[src/rtl/clint_timer_pkg.sv]
// clint_timer_pkg: shared CLINT offsets, data width and bus FSM encodings
package clint_timer_pkg;
    localparam int DATA_BUS = 64;
    localparam logic [15:0] CLINT_MSIP_OFF     = 16'h0000;
    localparam logic [15:0] CLINT_MTIMECMP_OFF = 16'h4000;
    localparam logic [15:0] CLINT_MTIME_OFF    = 16'hBFF8;
    typedef enum logic {CLINT_IDLE = 1'b0, CLINT_RESP = 1'b1} clint_state_e;
endpackage

[src/rtl/clint_byte_merge.sv]
// clint_byte_merge: per-byte strobe merge of a new value over an old one
module clint_byte_merge
    import clint_timer_pkg::*;
(
    input  logic [DATA_BUS-1:0]   old_val,
    input  logic [DATA_BUS-1:0]   new_val,
    input  logic [DATA_BUS/8-1:0] strb,
    output logic [DATA_BUS-1:0]   merged
);
    for (genvar i = 0; i < DATA_BUS / 8; i++) begin : g_byte
        assign merged[8*i+:8] = strb[i] ? new_val[8*i+:8] : old_val[8*i+:8];
    end
endmodule

[src/rtl/clint_timer.sv]
// clint_timer: core-local mtime/mtimecmp timer on the data bus; CLINT_MSIP_EN adds msip at offset 0
module clint_timer
    import clint_timer_pkg::*;
#(
    parameter int                  ADDR_W    = 16,
    parameter int                  TICK_DIV  = 1,
    parameter logic [DATA_BUS-1:0] MTIME_RST = 64'h0
) (
    input  logic                  clk,
    input  logic                  rst,
    input  logic                  req_valid,
    output logic                  req_ready,
    input  logic                  req_we,
    input  logic [ADDR_W-1:0]     req_addr,
    input  logic [DATA_BUS-1:0]   req_wdata,
    input  logic [DATA_BUS/8-1:0] req_wstrb,
    output logic                  rsp_valid,
    input  logic                  rsp_ready,
    output logic [DATA_BUS-1:0]   rsp_rdata,
    output logic                  rsp_err,
`ifdef CLINT_MSIP_EN
    output logic                  clint_msip,
`endif
    output logic                  clint_mtip,
    output logic [DATA_BUS-1:0]   mtime
);
    localparam int PW = TICK_DIV > 1 ? $clog2(TICK_DIV) : 1;
    clint_state_e        state;
    logic [PW-1:0]       presc;
    logic [DATA_BUS-1:0] mtimecmp, mtime_inc, mtime_wr, cmp_wr, rd_data;
    logic [ADDR_W-1:0]   base;
    logic                tick, acc, wr, hit_msip, hit_cmp, hit_time, msip_bit;
    assign base      = req_addr & ~ADDR_W'(7);
    assign hit_cmp   = base == ADDR_W'(CLINT_MTIMECMP_OFF);
    assign hit_time  = base == ADDR_W'(CLINT_MTIME_OFF);
    assign acc       = state == CLINT_IDLE && req_valid;
    assign wr        = acc && req_we;
    assign req_ready = state == CLINT_IDLE;
    assign tick      = presc == PW'(TICK_DIV - 1);
    assign mtime_inc = mtime + DATA_BUS'(tick);
    // Strobes gated by the decode so a tick still lands in unwritten bytes
    clint_byte_merge u_mtime_merge (
        .old_val(mtime_inc),
        .new_val(req_wdata),
        .strb   (req_wstrb & {(DATA_BUS/8){wr && hit_time}}),
        .merged (mtime_wr)
    );
    clint_byte_merge u_cmp_merge (
        .old_val(mtimecmp),
        .new_val(req_wdata),
        .strb   (req_wstrb & {(DATA_BUS/8){wr && hit_cmp}}),
        .merged (cmp_wr)
    );
`ifdef CLINT_MSIP_EN
    assign hit_msip   = base == ADDR_W'(CLINT_MSIP_OFF);
    assign clint_msip = msip_bit;
    always_ff @(posedge clk) begin
        if (rst)
            msip_bit <= 1'b0;
        else if (wr && hit_msip && req_wstrb[0])
            msip_bit <= req_wdata[0];
    end
`else
    assign hit_msip = 1'b0;
    assign msip_bit = 1'b0;
`endif
    always_comb
        rd_data = hit_time ? mtime : hit_cmp ? mtimecmp : hit_msip ? {{(DATA_BUS-1){1'b0}}, msip_bit} : '0;
    always_ff @(posedge clk) begin
        if (rst) begin
            state      <= CLINT_IDLE;
            presc      <= '0;
            mtime      <= MTIME_RST;
            mtimecmp   <= '1;
            clint_mtip <= 1'b0;
            rsp_valid  <= 1'b0;
            rsp_rdata  <= '0;
            rsp_err    <= 1'b0;
        end else begin
            presc      <= tick ? '0 : presc + PW'(1);
            mtime      <= mtime_wr;
            mtimecmp   <= cmp_wr;
            clint_mtip <= mtime >= mtimecmp;
            if (acc) begin
                state     <= CLINT_RESP;
                rsp_valid <= 1'b1;
                rsp_rdata <= req_we ? '0 : rd_data;
                rsp_err   <= !(hit_msip || hit_cmp || hit_time);
            end else if (state == CLINT_RESP && rsp_ready) begin
                state     <= CLINT_IDLE;
                rsp_valid <= 1'b0;
            end
        end
    end
endmodule

[config.mk]
export PLATFORM = sky130hd
export DESIGN_NAME = clint_timer
export DESIGN_NICKNAME = d
export VERILOG_FILES = /design/src/rtl/clint_timer_pkg.sv /design/src/rtl/clint_byte_merge.sv /design/src/rtl/clint_timer.sv
export SDC_FILE = /design/constraint.sdc
export NUM_CORES = 1
export LEC_CHECK = 0
export CORE_ASPECT_RATIO = 2
export CORE_MARGIN = 10
export CORE_UTILIZATION = 56
export DETAILED_ROUTE_END_ITERATION = 16
export PLACE_DENSITY = 0.86
export SLEW_MARGIN = 15
export SYNTH_ARGS = -nofsm -noshare
export SYNTH_HDL_FRONTEND = slang
export SYNTH_HIERARCHICAL = 1
export SYNTH_SLANG_ARGS = --single-unit
[constraint.sdc]
create_clock -name clk -period 3.9 [get_ports clk]
set_clock_uncertainty 0.05 [all_clocks]
set_input_delay 0.585 -clock clk [delete_from_list [all_inputs] [get_ports clk]]
set_output_delay 0.585 -clock clk [all_outputs]
set_load 0.1 [all_outputs]
==> run_results.csv <==
group,metric,value,unit
run_status,status,"complete, no violations",
cells_and_area,stdcell_count,1641,
yosys,netlist_instances,1170,
clock_tree,cts_root_buf,"clkbuf_16",
yosys,synth_flop_cell,"dfxtp_1",
yosys,syn-num-nets,1329,
floorplan,core-area,0.0203,mm²
critical_path,crit_slowest_cell,"or4_1",
placement,hpwlAfterDp,24.6,mm
yosys,synth_xor_area_frac,0.0473,
clock_tree,holdBufCountCts,0,
critical_path,critPathMaxFanout,8,
drt,drtPass1Iterations,4,
yosys,synthMuxAreaShare,0.167,
clock_tree,cts_tree,"yes",
floorplan,initial_core_util,0.566,
floorplan,die_h,222,µm
critical_path,critPathMaxStageDelay,570,ps
yosys,synth_most_common_cell,"dfxtp_1",
sta,setup_violations,0,
floorplan,dieArea,0.0270,mm²
sta,tightest_slew,1080,ps
cells_and_area,nets,1519,
yosys,synth_top_family_by_area,"simple AND/OR/NAND/NOR gates",
power,ir_drop,0.000268,V
clock_tree,htree_levels,4,
critical_path,cp-end-kind,"register",
floorplan,die_w,121,µm
drt,drc,0,
drt,ant_nets,0,
grt,grt_antenna_before_repair,2,
sta,tns,0,ps
clock_tree,clk_pin_slew,70,ps
yosys,yosysTopAreaCellShare,0.342,
drt,wl,33.9,mm
yosys,avgSynthCellArea,9.81,µm²
yosys,synth_compound_area_frac,0.120,
yosys,synth_seq_cells,196,
power,power.leakage,6.42,nW
cells_and_area,synthToLayoutAreaGrowth,25.1,%
critical_path,path_cells,"clkdlybuf4s50_1 > or4_1 > nor4_4 > and3_1 > and2_1 > buf_4 > mux2_4 > or2_2",
min_path,hold_path_depth,2,
placement,numPortBuffers,221,
critical_path,critPathKind,"input pin to register",
clock_tree,post_cts_buffers,0,
sta,fin_crit,3120,ps
yosys,ys_types,47,
grt,track_usage,0.250,
yosys,netlist_area,0.0115,mm²
power,p_per_area,276,mW/mm²
grt,grt_pass1_wl,53.3,mm
yosys,yosys.area.top_type,"dfxtp_1",
yosys,synth-seq-area-share,0.342,
sta,fmax,0.320,GHz
critical_path,reg2reg_depth,10,
placement,dp_cells,1607,
min_path,hp-class,"register to register",
sta,period_share,0.800,
critical_path,required,4190,ps
yosys,async_flop_share,0,
drt,initialDrtViolationCount,620,
grt,grt_max_degree,83,
clock_tree,cts-resized-gates,0,
clock_tree,cts_made_buffers,17,
clock_tree,clk_latency,460,ps
clock_tree,clockBufferDepth,2,
yosys,synth.top_cells.by_count,"dfxtp_1 (196), mux2_4 (128), nor2_1 (90), inv_1 (74), nor2b_1 (67)",
yosys,ys_warn_count,6,
floorplan,rows,74,
clock_tree,clock_sinks,196,
sta,rsz0062_at_grt,"false",
cells_and_area,drive_above_1_share,0.189,
drt,wl_per_cell,20.6,µm
critical_path,cp-start-kind,"input pin",
sta,finalMaxSlewViolations,0,
yosys,synthAdderAreaFrac,0.0720,
critical_path,arrival,3410,ps
grt,grt_pass1_vias,9952,
flow_run,maxCapViolCount,0,
floorplan,pin_count,225,
yosys,synth_area_leaders,"dfxtp_1 (34%), mux2_4 (17%), ha_1 (7.2%), a22o_1 (4.9%), a22oi_1 (4.2%)",
yosys,synth_edf_count,0,
drt,viasPerCell,5.76,
yosys,synthSimpleGateAreaFrac,0.192,
grt,gr-total-overflow,0,
sta,holdWs,446,ps
drt,vias,9454,
sta,slew_headroom,0.280,
placement,gp_congestion,0.878,
sta,final_hold_viol_count,0,
==> per-layer routing <==
layer,vias up,GRT usage,part of all wire
met3,93,0.0594,0.047
met1,4604,0.244,0.36
met2,282,0.460,0.54
met5,-,0,0
met4,0,0.143,0.050
li1,4475,-,-
==> registers in the layout, indices dropped and copies added (netlist names) <==
name / flops
mtime: 64
mtimecmp: 64
rsp_rdata: 64
clint_mtip: 1
presc: 1
rsp_err: 1
state: 1
==> metrics by stage <==
stage / total power (W) / util / area [µm²] / setup slack, ps
detailed placement: 0.00230 / 0.681 / 13800 / 297
finish: 0.00396 / 0.708 / 14400 / 779
floorplan: 0.00216 / - / 11500 / 588
global placement: 0.00230 / 0.681 / 13800 / 315
global route: 0.00408 / 0.708 / 14400 / 687
CTS: 0.00399 / 0.708 / 14400 / 764
==> worst max-delay path, delay by kind of cell <==
family | cells | cell delay (ps)
and+or+nand+nor | 5 | 1860
buffers and inverters | 2 | 640
muxes | 1 | 320
==> cells by family after synthesis <==
kind of cell,after synthesis
mux,128
compound gates,184
flops,196
simple gates,391
fa+ha+maj,66
xor+xnor,62
buf+inv,142
other cells,1
==> worst paths after layout <==
| kind | end | slack [ps] | start |
|---|---|---|---|
| min | rsp_err$_SDFFE_PP0P_ | 450 | rsp_err$_SDFFE_PP0P_ |
| max | mtimecmp[52]$_SDFF_PP1_ | 780 | req_addr[3] |
| max reg2reg | mtime[34]$_SDFF_PP0_ | 930 | mtime[0]$_SDFF_PP0_ |
| min reg2reg | rsp_err$_SDFFE_PP0P_ | 450 | rsp_err$_SDFFE_PP0P_ |
==> cell type report <==
class / instances / area (µm²)
inverters: 74 / 278
multi-input cells: 832 / 6900
clock inverters: 12 / 105
well taps: 266 / 333
flip-flops and latches: 196 / 3920
repair buffers: 239 / 2370
fillers: 1485 / 5920
diodes: 2 / 5.00
clock buffers: 20 / 447
==> cell usage in the layout (no fill, tap or decap), types with 3 or more instances in the layout <==
cell,count
a211oi_1,3
o21ai_0,11
xor2_1,27
a21o_1,4
a22oi_1,64
nor2_1,89
dfxtp_1,196
nand4_1,25
and2_1,17
xnor2_1,35
nor4_1,7
clkbuf_16,17
a21oi_1,27
nor2b_1,67
ha_1,66
inv_1,74
nor4_2,7
clkdlybuf4s50_1,220
a22o_1,64
nand2_1,51
or2_2,65
buf_4,17
and3_1,15
nand3_1,19
clkinv_2,5
nor3_1,7
and4_1,6
nor4_4,4
mux2_4,128
==> where the power goes <==
part           leakage, nW  internal (W)  switching (W)  total [W]
Sequential            1.58       0.00200     0.00000521    0.00201
Clock                0.270      0.000896       0.000806    0.00170
Combinational         4.57      0.000108       0.000142   0.000251
Note: power is estimated with default switching activity, not from simulation.
